===== src/rtl/read_s_mem_by_index_pkg.sv =====
// read_s_mem_by_index_pkg
// Shared RC4 S-memory definitions: memory geometry, the read-pass state
// encoding and a small compare helper. The S memory writer FSMs use the
// same geometry constants, so keep them here rather than in a module.
//
// Contents:
//   S_MEM_DEPTH      number of S entries (256)
//   S_MEM_LAST_ADDR  highest S index (255)
//   S_ADDR_CNT_W     width of a pass address counter (one spare MSB)
//   s_read_state_t   state code type for the S read-pass FSM
//   ST_*             state codes
//   is_index_mismatch()  true when a byte differs from its own index
package read_s_mem_by_index_pkg;

  localparam int S_MEM_DEPTH     = 256;
  localparam int S_MEM_LAST_ADDR = S_MEM_DEPTH - 1;

  // One bit wider than an address so a counter can never silently wrap
  // back onto index 0 inside a pass.
  localparam int S_ADDR_CNT_W = $clog2(S_MEM_DEPTH) + 1;

  typedef logic [2:0] s_read_state_t;

  localparam s_read_state_t ST_IDLE    = 3'd0;
  localparam s_read_state_t ST_ISSUE   = 3'd1;
  localparam s_read_state_t ST_WAIT    = 3'd2;
  localparam s_read_state_t ST_CAPTURE = 3'd3;
  localparam s_read_state_t ST_OUTPUT  = 3'd4;
  localparam s_read_state_t ST_FINISH  = 3'd5;

  // After key scheduling is reset, S must hold the identity permutation;
  // this is the per-entry test for that.
  function automatic logic is_index_mismatch(input logic [7:0] data,
                                             input logic [7:0] index);
    return data != index;
  endfunction

endpackage


===== src/rtl/read_s_mem_by_index_if.sv =====
// read_s_mem_by_index_if
// Valid/ready byte stream carrying the bytes read out of S memory.
//
// Signals:
//   byte_out    byte read from S[address]
//   byte_valid  byte_out is valid; held until accepted
//   byte_ready  consumer accepts; transfer when valid and ready on a posedge
//
// Modports:
//   master  producer side (the S reader)
//   slave   consumer side
interface read_s_mem_by_index_if;

  logic [7:0] byte_out;
  logic       byte_valid;
  logic       byte_ready;

  modport master (output byte_out, output byte_valid, input byte_ready);
  modport slave  (input byte_out, input byte_valid, output byte_ready);

endinterface


===== src/rtl/read_s_mem_by_index.sv =====
// read_s_mem_by_index
// Reads all 256 entries of the RC4 S memory in index order and streams
// them out one byte at a time over a valid/ready handshake. Optionally
// checks every entry against its own index (identity permutation) and
// records the first offending index of the pass.
//
// Parameters:
//   RAM_LATENCY       cycles from address_out change to valid data_in (1..3)
//
// Ports:
//   clk               sole clock
//   reset             synchronous, active-high
//   start             launch a pass (accepted in IDLE or FINISH only)
//   check_en          sampled with start; enables the identity check
//   address_out       S memory read address
//   data_in           S memory read data
//   write_enable_out  always 0, this block only reads S
//   byte_if           master side of the output byte stream
//   mismatch          sticky flag: identity check failed in this pass
//   mismatch_addr     index of the first failing entry in this pass
//   read_done         pass complete, high while in FINISH
module read_s_mem_by_index
  import read_s_mem_by_index_pkg::*;
#(
  parameter int RAM_LATENCY = 1
) (
  input  logic                          clk,
  input  logic                          reset,
  input  logic                          start,
  input  logic                          check_en,
  output logic [7:0]                    address_out,
  input  logic [7:0]                    data_in,
  output logic                          write_enable_out,
  read_s_mem_by_index_if.master         byte_if,
  output logic                          mismatch,
  output logic [7:0]                    mismatch_addr,
  output logic                          read_done
);

  s_read_state_t           state_q, state_d;
  logic [S_ADDR_CNT_W-1:0] counter_q, counter_d;
  logic [1:0]              lat_q, lat_d;
  logic                    check_q, check_d;
  logic [7:0]              byte_q, byte_d;
  logic                    mismatch_q, mismatch_d;
  logic [7:0]              mm_addr_q, mm_addr_d;

  // The latency counter is loaded with RAM_LATENCY-1 so that WAIT lasts
  // exactly RAM_LATENCY cycles; it is two bits wide to cover 1..3.
  localparam logic [1:0] LAT_LOAD = 2'(RAM_LATENCY - 1);

  localparam logic [S_ADDR_CNT_W-1:0] LAST_CNT = S_ADDR_CNT_W'(S_MEM_LAST_ADDR);

  // Next-state and datapath logic. One byte takes ISSUE + WAIT + CAPTURE
  // + OUTPUT, i.e. 3 + RAM_LATENCY cycles when the consumer never stalls.
  always_comb begin
    state_d    = state_q;
    counter_d  = counter_q;
    lat_d      = lat_q;
    check_d    = check_q;
    byte_d     = byte_q;
    mismatch_d = mismatch_q;
    mm_addr_d  = mm_addr_q;

    case (state_q)
      ST_IDLE, ST_FINISH: begin
        if (start) begin
          state_d    = ST_ISSUE;
          counter_d  = '0;
          check_d    = check_en;
          mismatch_d = 1'b0;
          mm_addr_d  = 8'h00;
        end
      end

      ST_ISSUE: begin
        lat_d   = LAT_LOAD;
        state_d = ST_WAIT;
      end

      ST_WAIT: begin
        if (lat_q == 2'd0) begin
          state_d = ST_CAPTURE;
        end else begin
          lat_d = lat_q - 2'd1;
        end
      end

      ST_CAPTURE: begin
        byte_d  = data_in;
        state_d = ST_OUTPUT;
        // Only the first failing index of a pass is kept; the sticky flag
        // tells us whether one has already been recorded.
        if (check_q && is_index_mismatch(data_in, counter_q[7:0])) begin
          mismatch_d = 1'b1;
          if (!mismatch_q) begin
            mm_addr_d = counter_q[7:0];
          end
        end
      end

      ST_OUTPUT: begin
        if (byte_if.byte_ready) begin
          if (counter_q == LAST_CNT) begin
            state_d = ST_FINISH;
          end else begin
            counter_d = counter_q + 1'b1;
            state_d   = ST_ISSUE;
          end
        end
      end

      default: begin
        state_d = ST_IDLE;
      end
    endcase
  end

  // State and datapath registers; reset overrides everything, so a pass
  // interrupted by reset issues no further reads.
  always_ff @(posedge clk) begin
    if (reset) begin
      state_q    <= ST_IDLE;
      counter_q  <= '0;
      lat_q      <= 2'd0;
      check_q    <= 1'b0;
      byte_q     <= 8'h00;
      mismatch_q <= 1'b0;
      mm_addr_q  <= 8'h00;
    end else begin
      state_q    <= state_d;
      counter_q  <= counter_d;
      lat_q      <= lat_d;
      check_q    <= check_d;
      byte_q     <= byte_d;
      mismatch_q <= mismatch_d;
      mm_addr_q  <= mm_addr_d;
    end
  end

  // Outputs come straight from registered state; the counter only moves on
  // a transfer, so the address stays stable while a byte is being offered.
  assign address_out        = counter_q[7:0];
  assign write_enable_out   = 1'b0;
  assign byte_if.byte_out   = byte_q;
  assign byte_if.byte_valid = (state_q == ST_OUTPUT);
  assign mismatch           = mismatch_q;
  assign mismatch_addr      = mm_addr_q;
  assign read_done          = (state_q == ST_FINISH);

endmodule


===== src/flat_wrapper.sv =====
// flat-port wrapper written by rule: the top's interface ports become plain ports
module read_s_mem_by_index_flat import read_s_mem_by_index_pkg::*;
#(
  parameter int RAM_LATENCY = 1
)
  (clk, reset, start, check_en, address_out, data_in, write_enable_out, mismatch, mismatch_addr, read_done, byte_if_byte_out, byte_if_byte_valid, byte_if_byte_ready);
  read_s_mem_by_index_if byte_if_i ();
  input  logic clk;
  input  logic reset;
  input  logic start;
  input  logic check_en;
  output logic [7:0] address_out;
  input  logic [7:0] data_in;
  output logic write_enable_out;
  output logic mismatch;
  output logic [7:0] mismatch_addr;
  output logic read_done;
  output wire logic [$bits(byte_if_i.byte_out)-1:0] byte_if_byte_out;
  output wire logic [$bits(byte_if_i.byte_valid)-1:0] byte_if_byte_valid;
  input wire logic [$bits(byte_if_i.byte_ready)-1:0] byte_if_byte_ready;
  assign byte_if_byte_out = byte_if_i.byte_out;
  assign byte_if_byte_valid = byte_if_i.byte_valid;
  assign byte_if_i.byte_ready = byte_if_byte_ready;
  read_s_mem_by_index #(.RAM_LATENCY(RAM_LATENCY)) u_core (.clk(clk), .reset(reset), .start(start), .check_en(check_en), .address_out(address_out), .data_in(data_in), .write_enable_out(write_enable_out), .byte_if(byte_if_i), .mismatch(mismatch), .mismatch_addr(mismatch_addr), .read_done(read_done));
endmodule

===== config.mk =====
export PLATFORM = sky130hd
export DESIGN_NAME = read_s_mem_by_index_flat
export DESIGN_NICKNAME = d
export VERILOG_FILES = /design/src/rtl/read_s_mem_by_index_pkg.sv /design/src/rtl/read_s_mem_by_index_if.sv /design/src/rtl/read_s_mem_by_index.sv /design/src/flat_wrapper.sv
export SDC_FILE = /design/constraint.sdc
export NUM_CORES = 1
export LEC_CHECK = 0
export BUFFER_PORTS_ARGS = -buffer_cell sky130_fd_sc_hd__buf_2
export CAP_MARGIN = 25
export CORE_ASPECT_RATIO = 1.2
export CORE_UTILIZATION = 45
export CTS_CLUSTER_DIAMETER = 60
export CTS_CLUSTER_SIZE = 12
export DETAILED_ROUTE_END_ITERATION = 10
export MAX_ROUTING_LAYER = met4
export PLACE_DENSITY = 0.7
export SETUP_SLACK_MARGIN = 0.1
export SYNTH_ARGS = -nofsm -noshare
export SYNTH_HDL_FRONTEND = slang
export SYNTH_SLANG_ARGS = --single-unit

===== constraint.sdc =====
create_clock -name clk -period 1.9 [get_ports clk]
set_input_delay 0.095 -clock clk [delete_from_list [all_inputs] [get_ports clk]]
set_output_delay 0.095 -clock clk [all_outputs]
set_load 0.005 [all_outputs]

## Word-level counts from Yosys, hierarchy flattened

Cells that the tools add are included.

- Word-level logic and storage cells: 54
- Flip-flop bits (word level): 32

- Mux-type cells: 18
- Equal/unequal tests: 14
- Add/subtract/negate cells: 2
- Reduce and logical (&&, ||, !) cells: 13

Operators by type and width:

| cell | number |
|---|---|
| $mux 9 | 3 |
| $mux 8 | 3 |
| $pmux 9 s2 | 1 |
| $pmux 8 s2 | 1 |
| $pmux 3 s5 | 1 |
| $mux 3 | 4 |
| $add 9x1->9 const B | 1 |
| $eq 9x8->1 const B | 1 |
| $ne 2x2->1 const B | 4 |
| $ne 8x8->1 | 1 |
| $reduce_and 4->1 | 2 |
| $eq 3x2->1 const B | 2 |
| $eq 3x3->1 const B | 2 |
| $ne 2x1->1 const B | 3 |
| $reduce_and 3->1 | 2 |
| $reduce_bool 2->1 | 3 |
| $pmux 2 s2 | 1 |
| $reduce_and 2->1 | 2 |
| $eq 3x1->1 const B | 1 |
| $logic_not 3->1 | 1 |
| $logic_not 2->1 | 1 |
| $mux 1 | 2 |
| $mux 2 | 1 |
| $pmux 1 s2 | 1 |
| other kinds (3) | 3 |

## Longest topological paths before layout

- Depth in word-level cells: 4
- Mapped depth: 9

## Least setup slack after synthesis

Ideal clock, no wire load.

- Path type: reg-to-reg
- Start point: reg u_core.counter_q[4]
- End point: reg u_core.counter_q[7]
- Required time: 1829 ps
- Setup time: 71 ps
- Period minus slack after synthesis: 2012 ps
- Stages on the path, launching flop included: 9
- Path slack: -112 ps
- Data arrival time: 1941 ps
- Path buffers: 0
- Cell sequence: dfxtp_1 -> and3_1 -> nand3_1 -> nor2_1 -> ha_1 -> nand3b_1 -> a311o_1 -> or4_1 -> a21oi_1

- Longest elaborated chain between the ends: 4

RTL lines:

| element | RTL line | text |
|---|---|---|
| from (decl) | read_s_mem_by_index.sv:41 | `logic [S_ADDR_CNT_W-1:0] counter_q, counter_d;` |
| from (signal assigned) | read_s_mem_by_index.sv:132 | `counter_q <= counter_d;` |
| $add 9x1->9 | read_s_mem_by_index.sv:107 | `counter_d = counter_q + 1'b1;` |
| $mux 9 | read_s_mem_by_index.sv:104 | `if (counter_q == LAST_CNT) begin` |
| $mux 9 | read_s_mem_by_index.sv:103 | `if (byte_if.byte_ready) begin` |
| $pmux 9 s2 | read_s_mem_by_index.sv:65 | `case (state_q)` |

Several ways; a longest one is shown, not always the timed one. The select of a mux whose other input is x is not followed.
A chain may end at the register's enable or synchronous reset.

## Worst setup path after layout

- Start point: reg u_core.counter_q[4]
- End point: reg u_core.counter_q[5]

The elaborated chain is that of the path after synthesis.

==> flow_summary_export.csv <==
group,metric,value,unit
worst_setup_path,ff2ff_setup_slack,-0.15,ns
synthesis,synth_top_cell_by_area,"dfxtp_1",
worst_hold_path,hold_depth,3,
power_and_ir_drop,ir_drop,437,uV
final_layout,antennaDiodeCount,0,
grt,grt_first_pass_wirelength,5.60,mm
worst_setup_path,crit_arrival,2.26,ns
worst_hold_path,hp-class,"primary input to register",
timing,fmax,488,MHz
synthesis,synth-seq-cells,32,
power_and_ir_drop,p_per_area,820,nW/um^2
run_status,status,"complete, but fails checks",
final_layout,nets,265,
synthesis,synth-seq-area-share,39.0,%
drt,vias,1504,
synthesis,syn_nets,211,
worst_setup_path,crit_start,"u_core.counter_q[4]",
drt,vias_per_cell,5.24,
drt,wl,3.78,mm
floorplan,die_y,68.2,um
synthesis,synth.distinct_cells,40,
clocking,clk_latency,0.28,ns
synthesis,synth.area.top_cells,"dfxtp_1 (39%), mux2i_1 (6.7%), nand2_1 (6.4%)",
synthesis,syn_inst,195,
worst_setup_path,startpoint_type,"register",
worst_setup_path,crit_slowest_cell,"a311o_2",
timing,rsz0062_at_grt,"true",
drt,dr.pass1.iters,9,
final_layout,syn_to_final_growth,30.2,%
grt,grt_pass1_vias,1235,
worst_setup_path,cp-end-kind,"register",
power_and_ir_drop,p_leak,0.923,nW
place,dp_hpwl,2.58,mm
place,place_congestion,0.858,
timing,fin_crit,2.05,ns
synthesis,syn-mean-instance-area,8.42,um^2
worst_setup_path,max_stage_delay,0.45,ns
synthesis,syn_area,1640,um^2
timing,finalSetupViolCount,9,
power_and_ir_drop,total_power,1.75,mW
final_layout,drive_gt1_share,36.8,%
worst_setup_path,crit_family,"simple AND/OR/NAND/NOR gates",
worst_setup_path,worstPathRequired,2.11,ns
drt,top_layer,"met4",
clocking,cts-htree-levels,2,
floorplan,fp-row-count,23,
timing,drv_slew,0,
synthesis,synth_edf_count,0,
synthesis,yosysTopAreaCellShare,39.0,%
synthesis,yosys_warnings,0,
floorplan,die_x,57.2,um
drt,antenna_left,0,
worst_setup_path,reg2reg_depth,9,
drt,drt-wirelength-per-cell,13.2,um
worst_setup_path,reg2reg_to,"u_core.counter_q[5]",
synthesis,async_flop_share,0,%
grt,antenna_found_initial,0,
drt,drt_iter0_drc,77,
grt,grt_max_degree,16,
timing,tns,-0.827,ns
synthesis,synthFlopType,"dfxtp_1",
timing,finalCritPeriodShare,108,%
worst_setup_path,r2r-start,"u_core.counter_q[4]",
clocking,holdBufCountCts,0,
worst_setup_path,endpoint,"u_core.counter_q[5]",
run,cap_violations,0,
drt,wl_met3,154,um
worst_setup_path,path_cells,"and3_4 -> nand3_2 -> nor2_2 -> ha_2 -> nand3b_1 -> a311o_2 -> buf_12 -> or3_4 -> a21oi_2",
synthesis,synth.most_common_cell,"dfxtp_1",
drt,met2RoutedLength,1.97,mm
worst_setup_path,critPathMaxFanout,10,
floorplan,start_util,48.0,%
drt,drc,3,
timing,hold_viol,0,
floorplan,die-area,3900,um^2
grt,grt.total_usage,19.9,%
clocking,cts_root_buf,"clkbuf_8",
clocking,clk_pin_slew,0.07,ns
floorplan,ios,41,
timing,setup_ws,-0.149,ns
worst_setup_path,criticalPathCategory,"register to register",
place,numPortBuffers,39,
final_layout,utilization,62.4,%
worst_setup_path,cp.buffers_inverters,1,
clocking,cts_tree,"built",
run_status,violations,"design-rule violations, negative setup slack",
floorplan,core,3420,um^2
clocking,numCtsBuffers,5,
clocking,clockBufferDepth,2,
worst_setup_path,worst-path-stages,9,
synthesis,synthTopCellsByCount,"dfxtp_1 (32), nand2_1 (28), a21oi_1 (19)",
clocking,cts_sinks,32,
drt,met1_length,1.64,mm
grt,gr-total-overflow,0,
place,placed_area,1950,um^2
timing,fin_skew,0.00970,ns
final_layout,postLayoutCellArea,2140,um^2
## registers in the layout (all words and copies together) (netlist names)
| register | count |
|---|---|
| u_core.mismatch_addr | 8 |
| u_core.lat_q | 2 |
| u_core.mismatch | 1 |
| u_core.state_q | 3 |
| u_core.check_q | 1 |
| u_core.byte_if.byte_out | 8 |
| u_core.counter_q | 9 |
## how the worst min path moves through the flow
stage	startpoint	end
3_3_place_gp	check_en	u_core.check_q
4_1_cts	data_in[0]	u_core.byte_if.byte_out[0]
3_5_place_dp	check_en	u_core.check_q
2_1_floorplan	reset	u_core.byte_if.byte_out[5]
6_report	data_in[0]	u_core.byte_if.byte_out[0]
5_1_grt	data_in[1]	u_core.byte_if.byte_out[1]
## worst reg2reg max path: cells and delay by family (launching register included)
kind	cells	cell delay, ns
simple gates	5	0.78
compound gates	2	0.58
flops	1	0.32
fa+ha+maj	1	0.16
buf+inv	1	0.15
## per-layer routing
layer	vias up	global-route usage, %
met4	0	6.40
met5	-	-
li1	767	-
met3	2	5.67
met2	32	34.7
met1	703	22.0
## area by class of cell
| cell class | instances | area, um^2 |
|---|---|---|
| Inverter | 7 | 26.3 |
| Timing Repair Buffer | 66 | 414 |
| Clock buffer | 6 | 72.6 |
| Tap cell | 37 | 46.3 |
| Sequential cell | 32 | 646 |
| Clock inverter | 2 | 35.0 |
| Fill cell | 305 | 1290 |
| Multi-Input combinational cell | 137 | 898 |
## placed cells by master, fill, tap and decap left out, types with 5 or more instances in the layout
| master | instances |
|---|---|
| buf_2 | 39 |
| nand2_1 | 28 |
| dfxtp_1 | 28 |
| buf_4 | 25 |
| a21oi_1 | 16 |
| nand3_1 | 12 |
| mux2i_1 | 11 |
| xor2_1 | 9 |
| o21ai_0 | 8 |
| nor2_1 | 7 |
| inv_1 | 6 |
| clkbuf_8 | 5 |
## repair_timing
action                                  4_1_cts  5_1_grt
cloned                                        0        0
endpoints found under the setup margin        9        9
pin swaps                                     1        2
buffers inserted                              2        2
endpoints found under the hold margin         0        0
gates resized for setup                       1        9
## stage by stage
stage	hold WS, ns	setup WS [ns]	cells
final	0.0640	-0.149	287
after detailed placement	0.342	-0.146	275
after floorplan	0.164	-0.0340	195
after global routing	0.0646	-0.191	287
after global placement	0.335	-0.0967	275
after CTS	0.0604	-0.0911	285
## cell families (layout without fill, tap and decap cells)
kind of cell / Yosys count / count (layout) / share of synthesized area, %
AND/OR/NAND/NOR: 74 / 74 / 22.8
adder cells (fa/ha/maj): 3 / 3 / 2.29
buffers and inverters: 26 / 81 / 9.14
flip-flops: 32 / 32 / 39.0
XOR/XNOR: 11 / 11 / 5.86
AO/OA/AOI/OAI: 36 / 36 / 13.3
other: 1 / 1 / 0.228
multiplexers: 12 / 12 / 7.39
## where the power goes
| part | internal, mW | switching, mW | total (mW) |
|---|---|---|---|
| Combinational | 0.186 | 0.203 | 0.389 |
| Sequential | 0.701 | 0.0238 | 0.725 |
| Clock | 0.389 | 0.250 | 0.639 |
(Power assumes the default switching activity.)
